==> src/rtl/aludec_seq.sv <==
// Registered ALU control decoder with MULT/DIV sequencing.
// All outputs are flops; multi-cycle ops hold busy until a done/ctrl_valid pulse.
module aludec_seq #(
  parameter int CTRL_W  = 5,
  parameter int MUL_LAT = 4,
  parameter int DIV_LAT = 8,
  parameter int CNT_W   = 4
) (
  input  logic              clk,
  input  logic              reset,
  input  logic              valid_in,
  input  logic [5:0]        op,
  input  logic [5:0]        funct,
  input  logic [1:0]        aluop,
  output logic [CTRL_W-1:0] alucontrol,
  output logic              ctrl_valid,
  output logic              busy,
  output logic              done,
  output logic              illegal
);

  typedef enum logic {IDLE, RUN} state_t;

  typedef struct packed {
    logic [4:0] code;
    logic       multi;
    logic       is_div;
    logic       bad;
  } dec_t;

  localparam logic [CNT_W-1:0] MUL_START = CNT_W'(MUL_LAT - 1);
  localparam logic [CNT_W-1:0] DIV_START = CNT_W'(DIV_LAT - 1);
  localparam logic [CNT_W-1:0] CNT_ONE   = CNT_W'(1);

  // Unmatched encodings fall through to code 0 with bad set, never X.
  function automatic dec_t decode(input logic [1:0] cls,
                                  input logic [5:0] op_f,
                                  input logic [5:0] funct_f);
    dec_t d;
    d = '0;
    case (cls)
      2'b00: d.code = 5'b00010;
      2'b01: d.code = 5'b10010;
      2'b10: begin
        case (funct_f)
          6'b100000: d.code = 5'b00010;
          6'b100010: d.code = 5'b10010;
          6'b100100: d.code = 5'b00000;
          6'b100101: d.code = 5'b00001;
          6'b101010: d.code = 5'b10011;
          6'b001010: d.code = 5'b00100;
          6'b000100: d.code = 5'b00110;
          6'b110011: d.code = 5'b01001;
          6'b011000: begin
            d.code  = 5'b01010;
            d.multi = 1'b1;
          end
          6'b011010: begin
            d.code   = 5'b01011;
            d.multi  = 1'b1;
            d.is_div = 1'b1;
          end
          default:   d.bad = 1'b1;
        endcase
      end
      default: begin
        case (op_f)
          6'b100101: d.code = 5'b00101;
          6'b011101: d.code = 5'b00111;
          6'b010001: d.code = 5'b01000;
          default:   d.bad  = 1'b1;
        endcase
      end
    endcase
    return d;
  endfunction

  state_t              state_q, state_d;
  logic [CNT_W-1:0]    cnt_q, cnt_d;
  logic [CTRL_W-1:0]   alucontrol_d;
  logic                ctrl_valid_d, busy_d, done_d, illegal_d;
  dec_t                dec;

  always_comb begin
    dec = decode(aluop, op, funct);
  end

  always_comb begin
    // NOTE: every combinational output gets a default first so no path leaves it unassigned (no latch).
    state_d      = state_q;
    cnt_d        = cnt_q;
    alucontrol_d = alucontrol;
    ctrl_valid_d = 1'b0;
    busy_d       = busy;
    done_d       = 1'b0;
    illegal_d    = 1'b0;

    case (state_q)
      IDLE: begin
        busy_d = 1'b0;
        if (valid_in) begin
          alucontrol_d = CTRL_W'(dec.code);
          if (dec.multi) begin
            busy_d  = 1'b1;
            cnt_d   = dec.is_div ? DIV_START : MUL_START;
            state_d = RUN;
          end else begin
            ctrl_valid_d = 1'b1;
            illegal_d    = dec.bad;
          end
        end
      end
      RUN: begin
        // valid_in is ignored here; upstream holds the instruction until done.
        if (cnt_q == CNT_ONE) begin
          state_d      = IDLE;
          busy_d       = 1'b0;
          done_d       = 1'b1;
          ctrl_valid_d = 1'b1;
          cnt_d        = '0;
        end else begin
          cnt_d = cnt_q - CNT_ONE;
        end
      end
      default: begin
        state_d = IDLE;
        busy_d  = 1'b0;
        cnt_d   = '0;
      end
    endcase
  end

  // NOTE: sequential state uses non-blocking assignments so all flops update together at the edge.
  always_ff @(posedge clk or posedge reset) begin
    if (reset) begin
      state_q    <= IDLE;
      cnt_q      <= '0;
      alucontrol <= '0;
      ctrl_valid <= 1'b0;
      busy       <= 1'b0;
      done       <= 1'b0;
      illegal    <= 1'b0;
    end else begin
      state_q    <= state_d;
      cnt_q      <= cnt_d;
      alucontrol <= alucontrol_d;
      ctrl_valid <= ctrl_valid_d;
      busy       <= busy_d;
      done       <= done_d;
      illegal    <= illegal_d;
    end
  end

endmodule

==> config.mk <==
export PLATFORM = sky130hd
export DESIGN_NAME = aludec_seq
export DESIGN_NICKNAME = d
export VERILOG_FILES = /design/src/rtl/aludec_seq.sv
export SDC_FILE = /design/constraint.sdc
export NUM_CORES = 1
export LEC_CHECK = 0
export ABC_CLOCK_PERIOD_IN_PS = 1500
export CORE_UTILIZATION = 40
export DETAILED_ROUTE_END_ITERATION = 16
export MAX_ROUTING_LAYER = met4
export PLACE_DENSITY = 0.73
export SLEW_MARGIN = 20
export SYNTH_ARGS = -nofsm -noshare
export SYNTH_HDL_FRONTEND = slang
export SYNTH_SLANG_ARGS = --single-unit
==> constraint.sdc <==
create_clock -name clk -period 1.5 [get_ports clk]
set_clock_uncertainty 0.05 [all_clocks]
set_input_delay 0.15 -clock clk [delete_from_list [all_inputs] [get_ports clk]]
set_output_delay 0.15 -clock clk [all_outputs]
set_load 0.005 [all_outputs]
; ---- Yosys cells after proc, flatten, opt, wreduce, memory -nomap -nowiden
; Cells that the tools add are included.
[totals]
regBits = 14
latchBits = 0
n_memories = 0
ram_bits = 0
romBits = 0
elab_cells = 63
output_inout_bits = 9
in_bits = 17
[op_classes]
n_shift = 0
mux = 28
eq_ne = 19
bitwise_logic = 1
n_reduce_logical = 7
magnitude_cmp = 0
mul = 0
n_div = 0
add_sub_neg = 1
[op_table]
columns = op, n
row1 = $pmux W5 S9, 1
row2 = $eq A6 B6 Y1 const B, 7
row3 = $eq A6 B5 Y1 const B, 4
row4 = $mux W1, 15
row5 = $pmux W5 S3, 1
row6 = $mux W4, 3
row7 = $pmux W4 S3, 1
row8 = $reduce_or A10 Y1, 1
row9 = $pmux W1 S2, 4
row10 = $pmux W4 S2, 1
row11 = $eq A6 B3 Y1 const B, 1
row12 = $eq A6 B4 Y1 const B, 1
row13 = $eq A4 B1 Y1 const B, 1
row14 = $ne A2 B2 Y1 const B, 2
row15 = $reduce_and A2 Y1, 2
row16 = $reduce_or A2 Y1, 2
row17 = $sub A4 B1 Y4 const B, 1
row18 = $mux W3, 1
row19 = $reduce_or A3 Y1, 1
row20 = $eq A2 B1 Y1 const B, 1
row21 = $eq A2 B2 Y1 const B, 1
row22 = $logic_not A2 Y1, 1
row23 = $mux W2, 1
row24 = $ne A2 B1 Y1 const B, 1
row25 = $not A1 Y1, 1

; ---- Logic depth before layout (Yosys ltp)
[depth]
word_depth = 8
mapped_depth = 6
mapped_depth_nobuf = 6

; ---- Least setup slack after synthesis
; Ideal clock, no wire load.
[synth_path]
path_kind = input to register
start = input port funct[5]
end = register alucontrol[1]
required_time_ns = 1.366
cell_stages = 5
setup_slack_ns = 0.249
t_arrival_ns = 1.117
path_buffers = 1
setup_time_ns = 0.084
cell_sequence = buf_4 -> or3b_1 -> a221oi_2 -> o21ai_1 -> a41oi_2
[synth_between]
elab_chain_cells = 3
word_cells_on_any_way = 11
classes_between = 9 x eq/ne / 2 x mux
[synth_lines]
columns = item, line_no
row1 = "start, declared", 13  ; input logic [5:0] funct,
row2 = "$eq A6 B5 Y1, or another cell as far along", 45  ; case (funct_f)
row3 = $pmux W5 S9 (*), 45
row4 = $pmux W5 S3 (*), 41  ; case (cls)
row5 = "end signal, assigned", 146  ; alucontrol <= alucontrol_d;
row6 = "end, declared", 15  ; output logic [CTRL_W-1:0] alucontrol,
; Every way passes the cells marked *; elsewhere a longest branch is shown, timed or not.
; A chain may end at the register's enable or synchronous reset.

; ---- Worst setup path after layout
[layout_path]
start = register cnt_q[1]
end = register cnt_q[2]
[layout_between]
elab_chain_cells = 3
word_cells_on_any_way = 4
classes_between = 1 x add/sub / 1 x eq/ne / 2 x mux
[layout_lines]
columns = item, line_no
row1 = "start, declared", 79  ; logic [CNT_W-1:0] cnt_q, cnt_d;
row2 = "start signal, assigned", 145  ; cnt_q <= cnt_d;
row3 = $sub A4 B1 Y4 or $eq A4 B1 Y1 (tied branches), "122, 115"
row4 = $mux W4 (*), 115  ; if (cnt_q == CNT_ONE) begin
row5 = $pmux W4 S2 (*), 98  ; case (state_q)
; Marks and branches as above.

==> results.ini <==
[final_layout]
nNetsFinal = 165
layout-drive-gt1-share = 0.201
fill_cells = 201
finalNonFillerCells = 172
fin_area_um2 = 1370
diodes = 0
syn2layout_area_growth_pct = 48.8
final_util = 0.626
multi_input_area_um2 = 546
seq_area_um2 = 350

[timing]
slew_headroom = 0.652
setup_viol_count_final = 0
rsz0062_at_grt = false
worstMarginPinSlew_ns = 0.522
period_share = 0.939
fmaxAchievable_mhz = 710
slew_violations = 0
timing_hold_violations_final = 0
period_minus_slack_ns = 1.41

[yosys]
synth.avg_cell_area_um2 = 8.95
ys_seq_area_frac = 0.380
async_flop_share = 1.00
ys_ff_latch = 14
synth_area_leader_cell = dfrtp_1
synth.area.top_cells = dfrtp_1, nor2_1, o21ai_0, nor2b_1, and4b_1
netlist_area_um2 = 922
synth_top_area_share = 0.380
synth_ff_type = dfrtp_1
yosys-top-cells-count = dfrtp_1, nor2_1, o21ai_0
synthDistinctLibCells = 36
syn_nets = 122
syn_inst = 103
synth_edf_count = 0
yosys_warnings = 0
synthMostInstantiatedCell = dfrtp_1

[power_and_ir_drop]
power.density_nw_per_um2 = 926
p_leak_uw = 0.000614
p_sw_frac = 0.331
power_uw = 1270
seqPwrFrac = 0.413
vdd_drop_max_mv = 0.527
power.internal_uw = 850
netSwitchingPower_uw = 421
clock_power_share = 0.159
combPwrFrac = 0.428

[global_route]
grt-ovfl-total = 0
grtUsageTotal = 0.209
grt_pass1_vias = 894
grt_antenna_before_repair = 0
grt_max_degree = 15
grt_pass1_wl_um = 3820

[drt]
drc = 0
routed_via_density = 5.51
wl_per_cell_um = 13.3
vias = 948
drtAntennaViolNets = 0
drt_first_pass_iters = 4
drtIter0Drc = 31
wl_um = 2290

[setup_path]
crit_fanout = 4
worst-r2r-setup-slack_ns = 0.09
crit_required_ns = 1.61
cp-endpoint = cnt_q[2]
cp_cell_sequence = inv_1 > ha_1 > nand2b_1 > and4b_1 > a31oi_1 > o21ai_0
endpoint_kind = flip-flop
ff2ff_path_depth = 6
worstReg2RegStart = cnt_q[1]
critPathSlowestCell = dfrtp_1
criticalPathCategory = reg -> reg
regToRegEndpoint = cnt_q[2]
max_stage_delay_ns = 0.38
startpoint = cnt_q[1]
start_kind = flip-flop
worstPathArrival_ns = 1.52

[clocking]
clk-insertion-delay-late_ns = 0.28
cts_hold_buf = 0
root_buffer = clkbuf_4
clk_path_buf_depth = 2
clk_pin_slew_ns = 0.07
cts-buffers-inserted = 3
cts.sinks = 14
htreeDepth = 1
cts_tree = built

[place]
io_buffers = 25
gp_congestion = 0.902
dp.cells = 169
placed_area_um2 = 1310
hpwl_um = 1900

[run]
max_cap_violations = 0

[die]
die-area_um2 = 2500
chipWidth_um = 50.0
io_pins = 26
initial_core_util = 0.421
rows = 17
fp.dieH_um = 50.0
coreArea_um2 = 2190

[min_path]
hold_path_class = in -> async

[outcome]
outcome = complete, no violations

==> worst max-delay path, delay by kind of cell (launching register included) <==
family | cells | cell delay [ns]
compound gates | 2 | 0.21
flops | 1 | 0.38
buf+inv | 1 | 0.10
fa+ha+maj | 1 | 0.18
simple gates | 2 | 0.37
==> repair_timing <==
action	in CTS	in global routing
endpoints found under the setup margin	0	8
buffers inserted	0	0
resized for setup	0	9
==> stage by stage <==
stage	worst slack, ns	hold slack, ns	setup TNS [ns]
finish	0.0916	0.157	0
global route	0.00435	0.212	0
CTS	0.0184	0.186	0
detailed placement	-0.263	0.418	-2.17
global placement	-0.238	0.416	-1.83
floorplan	0.249	-0.0108	0
==> per-layer routing <==
layer / GRT usage / vias up / part of all wire
met5: - / - / 0
met2: 0.373 / 37 / 0.53
met1: 0.221 / 438 / 0.40
li1: - / 464 / -
met4: 0.114 / 0 / 0.030
met3: 0.0247 / 9 / 0.041
==> cells in the final DEF (no fill, tap or decap), types with 2 or more instances in the layout <==
cell / netlist / routed
dfrtp_1: 14 / 14
dlymetal6s2s_1: 0 / 3
o21ai_0: 8 / 8
nor4b_2: 0 / 2
a22oi_1: 2 / 2
a21oi_1: 5 / 5
nor2_1: 12 / 12
a31oi_1: 4 / 4
and4b_1: 3 / 3
ha_1: 2 / 2
inv_1: 7 / 7
or2b_1: 2 / 2
nand2_1: 6 / 6
nor2b_1: 5 / 5
clkbuf_4: 0 / 3
a22o_1: 2 / 2
clkdlybuf4s50_1: 0 / 22
nor3b_1: 2 / 2
buf_4: 2 / 18
==> flip-flops by register name, summed over array words and instances, names as in the netlist <==
signal      cells
alucontrol      5
cnt_q           4
state_q         1
done            1
ctrl_valid      1
illegal         1
busy            1
==> how the worst min path moves through the flow <==
stage,startpoint,endpoint,slack [ns]
after CTS,reset,busy,0.19
after detailed placement,alucontrol[4],alucontrol[4],0.42
after global placement,alucontrol[3],alucontrol[3],0.42
after global routing,reset,ctrl_valid,0.21
after floorplan,reset,alucontrol[0],-0.01
final,reset,alucontrol[4],0.16
==> power by group through the flow <==
stage	clock [uW]	sequential, uW	combinational (uW)
after global routing	221	539	606
after floorplan	0	534	253
after CTS	201	524	533
after detailed placement	0	531	530
final	202	525	544
after global placement	0	527	505
==> cells by family (layout without fill, tap and decap cells) <==
family / after synthesis / in the layout / share of synthesized area
AND/OR/NAND/NOR: 44 / 44 / 0.290
flip-flops: 14 / 14 / 0.380
adder cells (fa/ha/maj): 2 / 2 / 0.0271
buffers and inverters: 12 / 53 / 0.0611
AO/OA/AOI/OAI: 31 / 31 / 0.242
==> area by class of cell <==
| class | count | share of cell area |
|---|---|---|
| multi-input cells | 77 | 0.397 |
| repair buffers | 43 | 0.286 |
| flip-flops and latches | 14 | 0.255 |
| well taps | 28 | 0.0255 |
| inverters | 7 | 0.0191 |
| clock buffers | 3 | 0.0164 |
No activity file was read; power rests on OpenSTA's default activity.
